**config.mk**
```make
export PLATFORM = sky130hd
export DESIGN_NAME = irq_timer_ctrl
export DESIGN_NICKNAME = d
export VERILOG_FILES = /design/src/rtl/irq_timer_pkg.sv /design/src/rtl/irq_pulse_stretch.sv /design/src/rtl/irq_timer_ctrl.sv
export SDC_FILE = /design/constraint.sdc
export NUM_CORES = 1
export LEC_CHECK = 0
export CORE_MARGIN = 4
export CORE_UTILIZATION = 25
export DETAILED_ROUTE_END_ITERATION = 8
export GPL_TIMING_DRIVEN = 0
export PLACE_DENSITY = 0.54
export SYNTH_ARGS = -nofsm -noshare
export SYNTH_HDL_FRONTEND = slang
export SYNTH_HIERARCHICAL = 1
export SYNTH_SLANG_ARGS = --single-unit
```
**constraint.sdc**
```tcl
create_clock -name CLK -period 2.1 [get_ports CLK]
set_clock_uncertainty 0.1 [all_clocks]
set_input_delay 0.315 -clock CLK [delete_from_list [all_inputs] [get_ports CLK]]
set_output_delay 0.315 -clock CLK [all_outputs]
set_load 0.05 [all_outputs]
```
**src/rtl/irq_timer_pkg.sv**
```systemverilog
// Shared constants for the interrupt timer controller.
//   MODE_*  : bit positions of the mode fields within the CPU write data.
//   ACK_*   : bit positions within the acknowledge mask.
package irq_timer_pkg;

  localparam int unsigned MODE_EN      = 4;
  localparam int unsigned MODE_RL_WR   = 5;
  localparam int unsigned MODE_RL_VBL  = 6;
  localparam int unsigned MODE_RL_ZERO = 7;

  localparam int unsigned ACK_RESET = 0;
  localparam int unsigned ACK_TIMER = 1;
  localparam int unsigned ACK_VBL   = 2;

endpackage

```
**src/rtl/irq_pulse_stretch.sv**
```systemverilog
// Pulse stretcher: a one-cycle TRIG raises OUT on the next edge for IRQ_PULSE cycles.
// A TRIG while OUT is high restarts the length without dropping OUT.
//   CLK   : system clock
//   RESET : synchronous active-high reset
//   TRIG  : start/restart request
//   OUT   : stretched pulse
module irq_pulse_stretch #(
  parameter int unsigned IRQ_PULSE = 4
) (
  input  logic CLK,
  input  logic RESET,
  input  logic TRIG,
  output logic OUT
);

  localparam int unsigned CntW = $clog2(IRQ_PULSE + 1);

  logic [CntW-1:0] cnt_q, cnt_d;

  always_comb begin
    cnt_d = cnt_q;
    if (TRIG) begin
      cnt_d = CntW'(IRQ_PULSE);
    end else if (cnt_q != '0) begin
      cnt_d = cnt_q - CntW'(1);
    end
  end

  always_ff @(posedge CLK) begin
    if (RESET) begin
      cnt_q <= '0;
    end else begin
      cnt_q <= cnt_d;
    end
  end

  assign OUT = (cnt_q != '0);

endmodule

```
**src/rtl/irq_timer_ctrl.sv**
```systemverilog
// Interrupt source sequencer: down-counting timer with reload policies, stretched
// TIMER_IRQ / VBL_IRQ pulses and a RESET_IRQ level raised once after reset.
//   CLK, RESET             : clock, synchronous active-high reset
//   PCLK_EN                : pixel tick; the timer only advances on it
//   WR_MODE/WR_TIMER_HIGH/WR_TIMER_LOW, DATA : CPU register writes
//   VBLANK_START           : start-of-vblank strobe
//   WR_ACK, ACK_BITS       : acknowledge write (only the reset bit is used here)
//   TIMER_IRQ, VBL_IRQ     : stretched request pulses
//   RESET_IRQ              : reset request level
//   TIMER_COUNT            : current counter value
module irq_timer_ctrl
  import irq_timer_pkg::*;
#(
  parameter int unsigned CNT_W     = 32,
  parameter int unsigned IRQ_PULSE = 4
) (
  input  logic               CLK,
  input  logic               RESET,
  input  logic               PCLK_EN,
  input  logic               WR_MODE,
  input  logic               WR_TIMER_HIGH,
  input  logic               WR_TIMER_LOW,
  input  logic [CNT_W/2-1:0] DATA,
  input  logic               VBLANK_START,
  input  logic               WR_ACK,
  input  logic [2:0]         ACK_BITS,
  output logic               TIMER_IRQ,
  output logic               VBL_IRQ,
  output logic               RESET_IRQ,
  output logic [CNT_W-1:0]   TIMER_COUNT
);

  localparam int unsigned HalfW = CNT_W / 2;

  logic             en_q, rl_wr_q, rl_vbl_q, rl_zero_q;
  logic [CNT_W-1:0] reload_q;
  logic [CNT_W-1:0] count_q, count_d;
  logic             fire;
  logic             raised_q, reset_irq_q;

  // Timer/vblank acknowledges are latched by the downstream encoder.
  logic unused_ack;
  assign unused_ack = ^ACK_BITS[ACK_VBL:ACK_TIMER];

  // Loads take priority over the tick and swallow it, fire included.
  always_comb begin
    count_d = count_q;
    fire    = 1'b0;
    if (WR_TIMER_LOW && rl_wr_q) begin
      count_d = {reload_q[CNT_W-1:HalfW], DATA};
    end else if (VBLANK_START && rl_vbl_q) begin
      count_d = reload_q;
    end else if (PCLK_EN && en_q) begin
      if (count_q == '0) begin
        fire    = 1'b1;
        count_d = rl_zero_q ? reload_q : '1;
      end else begin
        count_d = count_q - CNT_W'(1);
      end
    end
  end

  always_ff @(posedge CLK) begin
    if (RESET) begin
      en_q      <= 1'b0;
      rl_wr_q   <= 1'b0;
      rl_vbl_q  <= 1'b0;
      rl_zero_q <= 1'b0;
      reload_q  <= '0;
      count_q   <= '0;
    end else begin
      if (WR_MODE) begin
        en_q      <= DATA[MODE_EN];
        rl_wr_q   <= DATA[MODE_RL_WR];
        rl_vbl_q  <= DATA[MODE_RL_VBL];
        rl_zero_q <= DATA[MODE_RL_ZERO];
      end
      if (WR_TIMER_HIGH) reload_q[CNT_W-1:HalfW] <= DATA;
      if (WR_TIMER_LOW)  reload_q[HalfW-1:0]     <= DATA;
      count_q <= count_d;
    end
  end

  // raised_q makes RESET_IRQ a one-shot per reset.
  always_ff @(posedge CLK) begin
    if (RESET) begin
      raised_q    <= 1'b0;
      reset_irq_q <= 1'b0;
    end else if (!raised_q) begin
      raised_q    <= 1'b1;
      reset_irq_q <= 1'b1;
    end else if (WR_ACK && ACK_BITS[ACK_RESET]) begin
      reset_irq_q <= 1'b0;
    end
  end

  irq_pulse_stretch #(
    .IRQ_PULSE(IRQ_PULSE)
  ) u_timer_stretch (
    .CLK  (CLK),
    .RESET(RESET),
    .TRIG (fire),
    .OUT  (TIMER_IRQ)
  );

  irq_pulse_stretch #(
    .IRQ_PULSE(IRQ_PULSE)
  ) u_vbl_stretch (
    .CLK  (CLK),
    .RESET(RESET),
    .TRIG (VBLANK_START),
    .OUT  (VBL_IRQ)
  );

  assign RESET_IRQ   = reset_irq_q;
  assign TIMER_COUNT = count_q;

endmodule

```
# After elaboration in Yosys (flattened, before gate mapping)
# Cells that the tools add are included.
# op_classes
add_sub_neg	3
eq_ne	1
muxes	16
n_reduce_logical	12
# op_table
cell	n
$mux W32	5
$logic_not A32 Y1	1
$sub A32 B1 Y32 const B	1
$mux W3	4
$reduce_bool A3 Y1	3
$mux W1	7
$sub A3 B1 Y3 const B	2
$logic_and A1 B1 Y1	4
$reduce_bool A2 Y1	2
$reduce_or A2 Y1	2
$ne A2 B1 Y1 const B	1
# word_totals
ff_bits	76
inputBits	27
out_inout_bits	35
word_cells	45

# Depth between registers and ports, before layout
# depth
depth_word	6
mapped_depth	8
ltp_nobuf	8

# Modules after synthesis
# Netlist, hierarchy kept.
# by_module_without_submodules
mod	n_inst	cells_each	area_each_um2	seq_area_each_um2
irq_timer_ctrl	1	459	3925.0	1401.3
irq_pulse_stretch	2	18	170.2	60.1

# Least setup slack after synthesis
# Ideal clock, no wire load.
# synth_timing
path_kind	flip-flop to flip-flop
start	register count_q[0] (netlist: TIMER_COUNT[0])
end	register count_q[10] (netlist: TIMER_COUNT[10])
setup_time_ns	0.136
arrival_time_ns	2.092
required_time_ns	1.864
slack_ns	-0.228
path_stages_with_launch	8
n_path_buf	0
period_less_slack_ns	2.328
path_cell_list	dfxtp_1 -> inv_1 -> ha_1 -> or4b_4 -> nor2_2 -> nand4_4 -> a2111oi_0 -> a211oi_1
# synth_between
elab_chain_len	5
elab_cells_between_ends	6
classes_between	add/sub (1); mux (4); reduce/logical (1)
# synth_rtl
item	line_no	text
from (decl)	irq_timer_ctrl.sv:37	logic [CNT_W-1:0] count_q, count_d;
from (signal assigned)	irq_timer_ctrl.sv:80	count_q <= count_d;
$sub A32 B1 Y32 / $logic_not A32 Y1 (equally long branches)	irq_timer_ctrl.sv:58, irq_timer_ctrl.sv:54	
$mux W32 (*)	irq_timer_ctrl.sv:54	if (count_q == '0) begin
$mux W32 (*)	irq_timer_ctrl.sv:53	end else if (PCLK_EN && en_q) begin
$mux W32 (*)	irq_timer_ctrl.sv:51	end else if (VBLANK_START && rl_vbl_q) begin
$mux W32 (*)	irq_timer_ctrl.sv:49	if (WR_TIMER_LOW && rl_wr_q) begin
# Mark *: on every way between the ends. The rest lies on a longest branch, timed or not. The select of a mux whose other input is x is not followed.
# A chain may end at the register's enable or synchronous reset.

# Worst setup path after layout
# layout_timing
start	register count_q[0] (netlist: TIMER_COUNT[0])
end	register count_q[30] (netlist: TIMER_COUNT[30])
# The elaborated chain is that of the path after synthesis.

==> parameters.txt <==
Parameter                              Value

Yosys
  Top-area cell type share of the netlist area    35.7%
  Count of different cell masters after synthesis    60
  Post-Synthesis Net Count    530
  Fraction of registers with async set/reset    0%
  Cell count after synthesis    495
  Commonest cells post-synth    dfxtp_1 (76), nor2_1 (50), mux2i_1 (38)
  Sequential-to-total area share from yosys stat    35.7%
  Number of register bits inferred by synthesis    76
  Summed instance area of the synthesized netlist    0.00427 mm2
  Number of enable-type register cells in the synthesized netlist    0
  Primary FF master, synth    dfxtp_1
  Syn Area/Cell    8.62 um2
  Cell type contributing the most total cell area after synthesis    dfxtp_1
  Top post-synthesis cells by area    dfxtp_1 (36%), mux2i_1 (8.9%), nor2_1 (4.4%), a21oi_1 (4.2%), o221ai_1 (2.9%)
  Most instantiated library cell after synthesis    dfxtp_1
  Synthesis warning total    6

Worst setup path
  Startpoint Class    flip-flop
  Arrival time of data at the critical path endpoint    2.35 ns
  Worst Path Max Fanout    7
  Critical path, cell by cell    inv_4 -> ha_4 -> or4b_4 -> nor2_4 -> nand4_4 -> buf_6 -> o21ai_0 -> a221oi_1
  CP peak stage delay    0.53 ns
  Buffers plus inverters on the worst setup path    2
  Kind of cell adding the most delay to the critical path    simple AND/OR/NAND/NOR gates
  Slowest-stage cell, CP    or4b_4
  Class of the most critical setup path    flip-flop to flip-flop
  Req. time, crit path    2.20 ns
  Sort of element at the end of the critical path    flip-flop

STA
  Final critical path time including I/O delays and setup    2.25 ns
  RSZ-0062 raised after global routing    true
  Worst Max-Slew Pin Slew    0.991 ns
  Fin. max-slew vios    0
  Relative slew slack    33.9%
  Max Fclk    445 MHz
  Setup violators final    25
  Total count of hold-check failures in the final report    0
  Worst hold slack    0.276 ns
  PnR worst setup slack    -0.147 ns
  Post-route clock period utilization    107%

Clock network
  CTS root buffer    clkbuf_16
  Inserted Clock Buffers    9
  Clock tree from TritonCTS    done
  Source-to-sink clock delay at the later pin of the worst-skew pair    0.34 ns
  Clock net sink count    76
  Post-CTS Hold Fix Bufs    0
  Maximum clock insertion buffer count    2
  CTS clk-pin slew, worst paths    0.07 ns
  H-Tree Level Count    3

Floorplanning
  Initial Util    25.6%
  Die outline area    0.0192 mm2
  Overall die width    139 um
  I/O pin count    62
  Placeable core region    0.0166 mm2
  Cell row count    47
  Vert. Die Dim    139 um

Drt
  DR pass1 iterations    5
  Via count    4541
  Routed length per instance    19.8 um
  Routed Antenna Nets    0
  Detailed-route DRC error count    0
  Aggregate routed wire length    16.1 mm
  1st-iter DRT viols    319
  Vias per Instance    5.59

Pwr
  Leakage dissipation    0.00250 uW
  PwrDens    1070 mW/mm2
  IR drop worst, VDD    0.483 mV

Final layout
  Diodes inserted    0
  Layout cell share with drive strength beyond 1    27.8%
  Layout Nets    623
  Synthesis-to-finish area growth    46.1%
  Layout Cell Area excl Fill    0.00623 mm2

Global routing
  Pin count of the biggest net entering global routing    16
  Vias in the first global route    4343
  Global-route wire length before repair    24.3 mm
  GRT Residual Overflow    0
  Combined global-route utilization of all metal layers    15.7%
  Antenna violations before repair    0

Place
  RD Place Congestion    0.932
  Count of buffers from port buffering    56
  Detailed placement HPWL    11.1 mm
  Placed cell area    0.00517 mm2

Hold path
  Path class of the lowest-slack min-delay path    primary input to flip-flop

Outcome
  Violations in the final reports    setup timing
  Run status    finished with violations

Flow run
  MaxCap Viol Count    0
kinds of logic (layout without fill, tap and decap cells):
kind of cell / count (synthesis) / in the layout / share of synthesized area, %
compound gates: 134 / 134 / 22.1
xor+xnor: 18 / 18 / 3.70
fa+ha+maj: 8 / 8 / 2.35
buf+inv: 55 / 153 / 5.37
flops: 76 / 76 / 35.7
mux: 38 / 38 / 8.92
simple gates: 166 / 166 / 21.9
report_power, final:
group / switching [uW] / total, uW / leakage, uW / internal [uW]
combinational: 1880 / 3180 / 0.00172 / 1300
clock: 669 / 1610 / 0.000152 / 940
sequential: 276 / 1900 / 0.000634 / 1620
what timing repair did:
item,4_1_cts,5_1_grt
endpoints found under the setup margin,53,43
pin swaps,19,37
endpoints found under the hold margin,0,0
cloned,2,2
setup buffers,14,11
resized for setup,66,84
metal layers:
layer / track usage (%) / vias up / part of all wire, %
li1: - / 2061 / -
met1: 20.8 / 2236 / 45
met2: 24.3 / 204 / 47
met3: 3.28 / 40 / 6.2
met4: 7.83 / 0 / 2.6
met5: 0 / - / 0
metrics by stage:
step | worst slack [ns] | power (uW) | instances | TNS, ns | utilization (%)
2_1_floorplan | -0.0137 | 3620 | 495 | -0.0151 | -
3_3_place_gp | -0.916 | 4310 | 771 | -31.69 | 31.1
3_5_place_dp | -0.934 | 4350 | 771 | -33.37 | 31.1
4_1_cts | -0.120 | 6200 | 802 | -1.67 | 34.8
5_1_grt | -0.161 | 6980 | 813 | -2.99 | 37.4
6_report | -0.147 | 6680 | 813 | -1.57 | 37.4
cell type report:
cell class | instances | area (um2)
Fill cell | 1659 | 10400
Multi-Input combinational cell | 364 | 2980
Sequential cell | 76 | 1560
Timing Repair Buffer | 84 | 815
Tap cell | 220 | 275
Clock buffer | 9 | 225
Buffer | 35 | 220
Clock inverter | 7 | 82.6
Inverter | 18 | 72.6
registers in the layout, indices dropped and copies added (netlist names):
register,count
TIMER_COUNT,32
reload_q,32
u_timer_stretch/cnt_q,3
u_vbl_stretch/cnt_q,3
RESET_IRQ,1
en_q,1
raised_q,1
rl_vbl_q,1
rl_wr_q,1
rl_zero_q,1
placed cells by master, fill, tap and decap left out, types with 6 or more instances in the layout:
cell / Yosys / final
nor2_1: 50 / 48
nand3_1: 13 / 11
and3_1: 12 / 11
buf_6: 0 / 9
dfxtp_2: 0 / 14
ha_1: 8 / 7
dlymetal6s2s_1: 0 / 9
a21oi_1: 36 / 27
inv_1: 16 / 14
clkbuf_2: 0 / 10
nor4_4: 3 / 7
o221ai_2: 0 / 7
clkbuf_1: 22 / 11
buf_4: 3 / 22
nor4_2: 3 / 6
dlygate4sd2_1: 0 / 9
a22oi_1: 9 / 9
dfxtp_1: 76 / 57
o221ai_1: 14 / 7
nor4_1: 13 / 6
o22ai_1: 17 / 15
nand2_1: 20 / 17
clkbuf_16: 0 / 10
xnor2_1: 7 / 7
clkdlybuf4s50_1: 0 / 36
o21ai_0: 7 / 6
mux2i_1: 38 / 38
or3_1: 6 / 6
nor3_1: 20 / 17
xor2_1: 11 / 11
path summary, 6_finish.rpt:
check             slack [ns]                            to                         from  depth (start not counted)
setup reg to reg       -0.15  TIMER_COUNT[30]$_SDFFE_PP0P_  TIMER_COUNT[0]$_SDFFE_PP0P_                          8
hold / removal          0.28         rl_vbl_q$_SDFFE_PP0P_                      WR_MODE                          3
setup / recovery       -0.15  TIMER_COUNT[30]$_SDFFE_PP0P_  TIMER_COUNT[0]$_SDFFE_PP0P_                          8
hold reg to reg         0.32        RESET_IRQ$_SDFFE_PP0P_             raised_q$_DFF_P_                          1
tightest hold or removal path, stage by stage:
cell,delay [ns]
clkbuf_1,0.15
mux2i_1,0.15
nor2_1,0.07
No activity file was read; power rests on OpenSTA's default activity.
